`src/rtl/instr_fetch_buffer.sv`:
```
// instr_fetch_buffer: in-order instruction fetch into a DEPTH-entry {pc, instr} buffer feeding decode.
// Optional: define FETCH_MISALIGN_CHECK_EN to turn misaligned PCs into zero-filled, flagged entries with no fetch.
module instr_fetch_buffer #(
   parameter int DEPTH = 2
) (
   input  logic        clk,
   input  logic        rst_n,
   input  logic [31:0] pc_in,
   input  logic        redirect,
   output logic        pc_advance,
   output logic        imem_req_valid,
   input  logic        imem_req_ready,
   output logic [31:0] imem_req_addr,
   input  logic        imem_resp_valid,
   input  logic [31:0] imem_resp_data,
   output logic        if_valid,
   input  logic        if_ready,
   output logic [31:0] if_pc,
   output logic [31:0] if_instr,
   output logic        if_misaligned
);
   localparam int PW = $clog2(DEPTH);
   localparam int CW = $clog2(DEPTH + 1);

   logic [PW-1:0]    head_q, head_d, tail_q, tail_d;
   logic [CW-1:0]    count_q, count_d, pend_q, pend_d, disc_q, disc_d;
   logic [31:0]      pc_q [DEPTH];
   logic [31:0]      pc_d [DEPTH];
   logic [31:0]      instr_q [DEPTH];
   logic [31:0]      instr_d [DEPTH];
   logic [DEPTH-1:0] filled_q, filled_d, mis_q, mis_d;

   logic          misal, alloc_ok, fire, pop, resp_take, resp_stale, fill_hit;
   logic [PW-1:0] fill_idx;
   logic [CW:0]   inflight;

`ifdef FETCH_MISALIGN_CHECK_EN
   assign misal = (pc_in[1:0] != 2'b00);
`else
   assign misal = 1'b0;
`endif

   // Memory reads still in flight: live (pend) plus stale ones left over from a redirect.
   assign inflight = {1'b0, pend_q} + {1'b0, disc_q};

   assign alloc_ok = rst_n && !redirect && (count_q < CW'(DEPTH))
                     && (misal || (inflight < (CW+1)'(DEPTH)));
   assign imem_req_valid = alloc_ok && !misal;
   assign imem_req_addr  = pc_in;
   assign fire           = alloc_ok && (misal || imem_req_ready);
   assign pc_advance     = fire;

   assign if_valid      = (count_q != '0) && filled_q[head_q] && !redirect;
   assign if_pc         = pc_q[head_q];
   assign if_instr      = instr_q[head_q];
   assign if_misaligned = mis_q[head_q];
   assign pop           = if_valid && if_ready;

   // Oldest allocated entry still waiting for its memory word.
   always_comb begin
      fill_hit = 1'b0;
      fill_idx = head_q;
      for (int i = 0; i < DEPTH; i++) begin
         if (!fill_hit && (CW'(i) < count_q) && !filled_q[head_q + PW'(i)]) begin
            fill_hit = 1'b1;
            fill_idx = head_q + PW'(i);
         end
      end
   end

   assign resp_stale = imem_resp_valid && (disc_q != '0);
   assign resp_take  = imem_resp_valid && !redirect && (disc_q == '0) && fill_hit;

   always_comb begin
      head_d   = head_q;
      tail_d   = tail_q;
      count_d  = count_q;
      pend_d   = pend_q;
      disc_d   = disc_q;
      filled_d = filled_q;
      mis_d    = mis_q;
      for (int i = 0; i < DEPTH; i++) begin
         pc_d[i]    = pc_q[i];
         instr_d[i] = instr_q[i];
      end

      if (redirect) begin
         head_d   = '0;
         tail_d   = '0;
         count_d  = '0;
         pend_d   = '0;
         filled_d = '0;
         // Everything still in flight becomes stale, minus a response landing this cycle.
         disc_d   = CW'(inflight - (CW+1)'(imem_resp_valid && (inflight != '0)));
      end else begin
         if (pop) begin
            filled_d[head_q] = 1'b0;
            head_d           = head_q + PW'(1);
         end
         if (fire) begin
            pc_d[tail_q]     = pc_in;
            instr_d[tail_q]  = '0;
            filled_d[tail_q] = misal;
            mis_d[tail_q]    = misal;
            tail_d           = tail_q + PW'(1);
         end
         if (resp_take) begin
            instr_d[fill_idx]  = imem_resp_data;
            filled_d[fill_idx] = 1'b1;
         end
         count_d = count_q + CW'(fire) - CW'(pop);
         pend_d  = pend_q + CW'(fire && !misal) - CW'(resp_take);
         disc_d  = disc_q - CW'(resp_stale);
      end
   end

   always_ff @(posedge clk or negedge rst_n) begin
      if (!rst_n) begin
         head_q   <= '0;
         tail_q   <= '0;
         count_q  <= '0;
         pend_q   <= '0;
         disc_q   <= '0;
         filled_q <= '0;
         mis_q    <= '0;
         for (int i = 0; i < DEPTH; i++) begin
            pc_q[i]    <= '0;
            instr_q[i] <= '0;
         end
      end else begin
         head_q   <= head_d;
         tail_q   <= tail_d;
         count_q  <= count_d;
         pend_q   <= pend_d;
         disc_q   <= disc_d;
         filled_q <= filled_d;
         mis_q    <= mis_d;
         for (int i = 0; i < DEPTH; i++) begin
            pc_q[i]    <= pc_d[i];
            instr_q[i] <= instr_d[i];
         end
      end
   end
endmodule

```
`config.mk`:
```
export PLATFORM = sky130hd
export DESIGN_NAME = instr_fetch_buffer
export DESIGN_NICKNAME = d
export VERILOG_FILES = /design/src/rtl/instr_fetch_buffer.sv
export SDC_FILE = /design/constraint.sdc
export NUM_CORES = 1
export LEC_CHECK = 0
export BUFFER_PORTS_ARGS = -buffer_cell sky130_fd_sc_hd__buf_4
export CORE_ASPECT_RATIO = 0.7
export CORE_MARGIN = 1
export CORE_UTILIZATION = 55
export CTS_BUF_LIST = sky130_fd_sc_hd__clkbuf_8
export DETAILED_ROUTE_END_ITERATION = 8
export PLACE_DENSITY_LB_ADDON = 0.05
export SLEW_MARGIN = 20
export SYNTH_ARGS = -nofsm -noshare
export SYNTH_HDL_FRONTEND = slang
export SYNTH_SLANG_ARGS = --single-unit
export TNS_END_PERCENT = 50
```
`constraint.sdc`:
```
create_clock -name clk -period 2.39 [get_ports clk]
set_input_delay 0.239 -clock clk [delete_from_list [all_inputs] [get_ports clk]]
set_output_delay 0.239 -clock clk [all_outputs]
set_load 0.1 [all_outputs]
```
==> results of run 1 <==
## per-stage QoR
step	setup slack [ps]	cells	hold WS (ps)	area (sq um)	total power, mW
6_report	30.7	911	16.8	8690	10.9
5_1_grt	-18.8	911	16.2	8690	11.4
4_1_cts	63.9	904	1.50	8610	11.0
3_5_place_dp	72.3	865	435	8060	8.86
3_3_place_gp	154	865	419	8060	8.72
2_1_floorplan	-27.3	594	-56.6	6860	7.75
## state kept, by name (all words and copies together), names as in the netlist
| register | cells |
|---|---|
| head_q | 1 |
| mis_q | 2 |
| tail_q | 1 |
| filled_q | 2 |
| disc_q | 2 |
| count_q | 2 |
| pend_q | 2 |
| pc_q | 64 |
| instr_q | 64 |
## area by class of cell
cell class	instances	area [sq um]	area share, %
Inverter	43	161	1.86
Tap cell	157	196	2.26
Multi-Input combinational cell	345	2770	31.8
Sequential cell	140	3500	40.3
Clock buffer	18	248	2.85
Timing Repair Buffer	197	1640	18.9
Clock inverter	11	171	1.97
## cells in the final DEF (no fill, tap or decap), types with 4 or more instances in the layout
cell / instances
buf_4: 177
dfrtp_1: 139
clkinvlp_4: 5
xnor2_1: 5
bufinv_16: 4
nor2_1: 5
clkbuf_8: 18
inv_1: 42
nand2_1: 102
buf_12: 8
mux2i_1: 33
mux2_2: 129
and2_1: 4
dlygate4sd3_1: 7
ha_1: 6
o21ai_1: 32
## critical path: stages (launching register included)
cell	delay, ps
dfrtp_1	390
ha_2	190
inv_2	50
fa_1	430
nor2b_4	150
buf_4	130
nand4_1	90
buf_4	160
buf_6	280
mux2_2	370
## worst paths after layout
check,startpoint,endpoint,cells after the start
min in group asynchronous,rst_n,count_q[0]$_DFF_PN0_,3
hold reg to reg,mis_q[0]$_DFFE_PN0P_,mis_q[0]$_DFFE_PN0P_,1
setup reg to reg,disc_q[0]$_DFF_PN0_,pc_q[8]$_DFFE_PN0P_,9
max in group asynchronous,rst_n,instr_q[39]$_DFFE_PN0N_,3
setup / recovery,disc_q[0]$_DFF_PN0_,pc_q[8]$_DFFE_PN0P_,9
hold / removal,imem_resp_data[28],instr_q[28]$_DFFE_PN0N_,3
## logic make-up (layout without fill, tap and decap cells)
kind of cell | count (synthesis) | in the layout
compound gates | 44 | 44
mux | 162 | 162
xor+xnor | 6 | 6
simple gates | 125 | 125
fa+ha+maj | 8 | 8
buf+inv | 109 | 269
flops | 140 | 140
## power groups by stage
stage / Sequential (mW) / Clock, mW / Combinational, mW
2_1_floorplan: 3.26 / 0 / 4.49
3_3_place_gp: 3.31 / 0 / 5.40
3_5_place_dp: 3.37 / 0 / 5.49
4_1_cts: 3.33 / 2.07 / 5.57
5_1_grt: 3.41 / 2.17 / 5.79
6_report: 3.33 / 2.03 / 5.58
## routing by layer
layer	wire length [microns]	global-route usage, %	share of wire [%]
met5	0	0	0
met4	131	6.84	0.87
met3	1110	6.96	7.4
met2	7360	39.2	49
met1	6380	28.7	43
## what timing repair did
| item | in CTS | in global routing |
|---|---|---|
| endpoints found under the hold margin | 146 | 0 |
| hold buffers | 7 | 0 |
| resized for setup | 10 | 1 |
| setup endpoints to repair | 2 | 48 |
| pin swaps | 3 | 3 |
| setup buffers | 4 | 4 |
| cloned | 0 | 3 |
==> impl_metrics.py, run 1 <==
metrics = {
    "clock_network": {
        "cts.sinks": 140,
        "cts_buffers": 17,
        "cts_tree": "built",
        "clk_pin_slew_ps": 80,
        "cts_max_path_buffers": 2,
        "cts-root-buf": "clkbuf_8",
        "worstSkewPairLatency_ps": 440,
        "htree_levels": 4,
    },
    "finish": {
        "area_growth_pct": 27.0,
        "utilization_pct": 73.1,
        "drive_above_1_share_pct": 47.5,
        "nets": 822,
        "fill_cells": 851,
        "antenna-diode-count": 0,
    },
    "power": {
        "combPwrFrac_pct": 51.0,
        "power.internal_mw": 5.68,
        "ir_worst_vdd_mv": 1.09,
        "pwr-share-clk_pct": 18.6,
        "cellPowerDensity_nw_per_um2": 1260,
        "netSwitchingPower_mw": 5.26,
        "p_seq_share_pct": 30.5,
        "sw_frac_of_total_pct": 48.1,
        "p_leak_nw": 4.29,
    },
    "detailed_routing": {
        "first_pass_iters": 4,
        "wl_per_cell_microns": 16.4,
        "drt-total-wl_mm": 15.0,
        "vias": 4695,
        "ant_nets": 0,
        "drcViolationCount": 0,
        "vias_per_cell": 5.15,
        "drt_iter0_markers": 208,
    },
    "floorplan": {
        "core_sq_um": 11900,
        "initial_core_util_pct": 57.5,
        "die_h_microns": 95.3,
        "ios": 170,
        "die_x_microns": 135,
        "die-area_sq_um": 12900,
        "rows": 33,
    },
    "synth": {
        "synthArstFlopShare_pct": 100,
        "yosysTopAreaCell": "dfrtp_1",
        "synth_xor_area_share_pct": 0.768,
        "synth_mux_area_share_pct": 26.1,
        "synth_compound_area_share_pct": 3.51,
        "synth_simple_gate_area_share_pct": 8.07,
        "synthDistinctLibCells": 36,
        "synth_top_area_share_pct": 51.2,
        "synthCells": 594,
        "synth_area_sq_um": 6840,
        "avgSynthCellArea_sq_um": 11.5,
        "synth_top_family_by_area": "multiplexers",
        "ys_ff_latch": 140,
        "yosys_warnings": 0,
        "synth_edf_count": 0,
        "synth_most_common_cell": "dfrtp_1",
        "ys_top_cells_by_area": "dfrtp_1, mux2_2, nand2_1",
        "synthFlopType": "dfrtp_1",
        "synth_common_cells": "dfrtp_1, mux2_2, nand2_1, inv_1, buf_4",
        "syn_nets": 672,
        "ys_seq_area_share_pct": 51.2,
        "synth_adder_area_share_pct": 1.57,
    },
    "sta": {
        "tns_ps": 0,
        "worstMarginPinSlew_ps": 755,
        "slew_viol_final": 0,
        "min_period_over_period_pct": 98.7,
        "max_freq_mhz": 424,
        "setup-violations-final": 0,
        "hold_viol": 0,
        "layout_min_cycle_time_ps": 2360,
        "maxSlewHeadroom_pct": 49.7,
        "finClkSkew_ps": 14.8,
    },
    "setup_path": {
        "path_class": "reg -> reg",
        "reg2reg_slack_ps": 30,
        "critPathLaunchType": "flip-flop",
        "worstPathRequired_ps": 2720,
        "endpoint_kind": "flip-flop",
        "arrival_ps": 2690,
        "worstPathMaxFanout": 31,
    },
    "global_route": {
        "grt_usage_pct": 23.1,
        "grt_max_degree": 141,
        "grt_pass1_wl_mm": 22.7,
        "grt_pass1_vias": 4741,
        "antenna_found_initial": 0,
        "gr-total-overflow": 0,
    },
    "run": {
        "max_cap_viol_count": 0,
    },
    "placement": {
        "place.port_buffers": 169,
        "hpwl_mm": 9.35,
        "gp_routability_congestion": 0.761,
    },
    "min_path": {
        "holdCritPathClass": "in -> reg",
    },
    "outcome": {
        "status": "complete, no violations",
    },
}
Power figures use the tool's default switching activity.
==> inputs of run 2 (changes only) <==
- MAX_ROUTING_LAYER: default -> met4
- SETUP_SLACK_MARGIN: default -> 0.15
==> impl_metrics.py, run 2 (synthesized netlist as in run 1, its figures left out) <==
metrics = {
    "sta": {
        "worst_slack_ps": 91.5,
        "layout_min_cycle_time_ps": 2300,
        "min_period_over_period_pct": 96.2,
        "max_freq_mhz": 435,
        "slew_viol_final": 0,
        "rsz0062_at_grt": "true",
        "worstMarginPinSlew_ps": 762,
        "hold_viol": 0,
        "hold_slack_ps": 18.8,
        "tns_ps": 0,
        "maxSlewHeadroom_pct": 49.2,
        "finClkSkew_ps": 12.6,
        "setup-violations-final": 0,
    },
    "setup_path": {
        "worst_r2r_path_depth": 8,
        "arrival_ps": 2060,
        "endpoint_kind": "output pin",
        "slowest_delay_ps": 500,
        "path_class": "reg -> out",
        "worstPathRequired_ps": 2150,
        "reg2reg_slack_ps": 90,
        "worstPathMaxFanout": 4,
        "critPathLaunchType": "flip-flop",
        "crit_slowest_cell": "fa_1",
        "timing.rr.end": "pc_q[43]$_DFFE_PN0P_",
        "crit_chain": "ha_1, inv_1, fa_1, nor2b_4, and3_4, buf_12",
        "rr_startpoint": "pend_q[0]$_DFF_PN0_",
    },
    "detailed_routing": {
        "drt-total-wl_mm": 15.9,
        "vias_per_cell": 5.23,
        "drcViolationCount": 0,
        "wl_per_cell_microns": 17.3,
        "ant_nets": 0,
        "first_pass_iters": 4,
        "drt_iter0_markers": 235,
        "vias": 4818,
    },
    "clock_network": {
        "clk_pin_slew_ps": 80,
        "cts.sinks": 140,
        "cts-root-buf": "clkbuf_8",
        "cts_buffers": 17,
        "htree_levels": 4,
        "worstSkewPairLatency_ps": 440,
        "cts_max_path_buffers": 2,
        "cts_tree": "built",
    },
    "floorplan": {
        "ios": 170,
        "initial_core_util_pct": 57.5,
        "core_sq_um": 11900,
        "die_h_microns": 95.3,
        "rows": 33,
        "die-area_sq_um": 12900,
        "die_x_microns": 135,
    },
    "finish": {
        "utilization_pct": 75.1,
        "antenna-diode-count": 0,
        "nets": 829,
        "reg.largest.list": "instr_q: 64 flops, pc_q: 64 flops",
        "final_cell_mix": "buf_4, dfrtp_1, mux2_2",
        "fill_cells": 806,
        "area_growth_pct": 30.6,
        "mostFrequentLayoutCell": "buf_4",
        "drive_above_1_share_pct": 47.8,
        "instances_no_fill": 921,
    },
    "min_path": {
        "holdCritPathClass": "in -> reg",
        "worstHoldStart": "imem_resp_data[22]",
        "hold_end": "instr_q[22]$_DFFE_PN0N_",
        "min_path_cells": 3,
    },
    "global_route": {
        "grt_usage_pct": 25.3,
        "grt_pass1_wl_mm": 24.0,
        "gr-total-overflow": 0,
        "grt_pass1_vias": 4850,
        "antenna_found_initial": 0,
        "grt_max_degree": 141,
    },
    "placement": {
        "dp_slack_ps": 143,
        "hpwl_mm": 9.46,
        "gp_routability_congestion": 0.769,
        "place.port_buffers": 169,
        "place_inst": 863,
    },
    "power": {
        "p_leak_nw": 4.47,
        "ir_worst_vdd_mv": 0.844,
        "cellPowerDensity_nw_per_um2": 1230,
    },
    "outcome": {
        "status": "complete, no violations",
    },
    "run": {
        "max_cap_viol_count": 0,
    },
}
run 2: cell count changes in the layout (fill, tap and decap cells not counted), sizes merged:
cell / before / now
buf: 188 / 186
bufinv: 4 / 2
clkbuf: 20 / 22
clkinv: 2 / 4
clkinvlp: 5 / 4
dlygate4sd3: 7 / 13
inv: 43 / 48
run 2: power by group:
part	internal [mW]	switching (mW)
Clock	0.944	0.973
Sequential	3.01	0.334
Combinational	1.64	4.09
run 2: repair_timing:
| item | 4_1_cts | 5_1_grt |
|---|---|---|
| hold buffers | 13 | 0 |
| gates resized for setup | 7 | 33 |
| pin swaps | 2 | 2 |
| setup endpoints to repair | 60 | 96 |
| setup buffers | 4 | 4 |
| endpoints found under the hold margin | 152 | 0 |
| cloned | 1 | 4 |
run 2: worst max-delay path by stage:
stage / slack, ps / start / depth (start not counted) / end
6_report: 90 / disc_q[0]$_DFF_PN0_ / 6 / pc_advance
5_1_grt: -30 / disc_q[0]$_DFF_PN0_ / 6 / pc_advance
4_1_cts: 20 / pend_q[0]$_DFF_PN0_ / 6 / pc_advance
3_5_place_dp: 140 / pend_q[0]$_DFF_PN0_ / 7 / pc_q[7]$_DFFE_PN0P_
3_3_place_gp: 210 / pend_q[0]$_DFF_PN0_ / 7 / pc_q[8]$_DFFE_PN0P_
2_1_floorplan: 20 / head_q$_DFFE_PN0P_ / 9 / count_q[0]$_DFF_PN0_
run 2: metal layers:
layer / share of wire, % / track usage [%]
met5: 0 / -
met4: 0.82 / 7.68
met3: 6.2 / 7.28
met2: 48 / 40.9
met1: 45 / 30.9
run 2: cell type report:
type | count | area [sq um] | area share [%]
clock inverters | 15 | 164 | 1.83
flip-flops and latches | 140 | 3510 | 39.3
inverters | 43 | 161 | 1.81
well taps | 157 | 196 | 2.20
repair buffers | 204 | 1780 | 19.9
multi-input cells | 345 | 2890 | 32.3
clock buffers | 17 | 234 | 2.62
run 2: metrics by stage:
stage / area [sq um] / total power [mW]
after global placement: 8060 / 8.72
after floorplan: 6900 / 7.76
final: 8930 / 11.0
after detailed placement: 8060 / 8.86
after CTS: 8690 / 10.9
after global routing: 8930 / 11.4
run 2: critical path: cells and delay by family, from the launching register on:
| family | cells | cell delay [ps] |
|---|---|---|
| DFF | 1 | 360 |
| adders and majority gates | 2 | 660 |
| buffers and inverters | 2 | 220 |
| and+or+nand+nor | 2 | 390 |
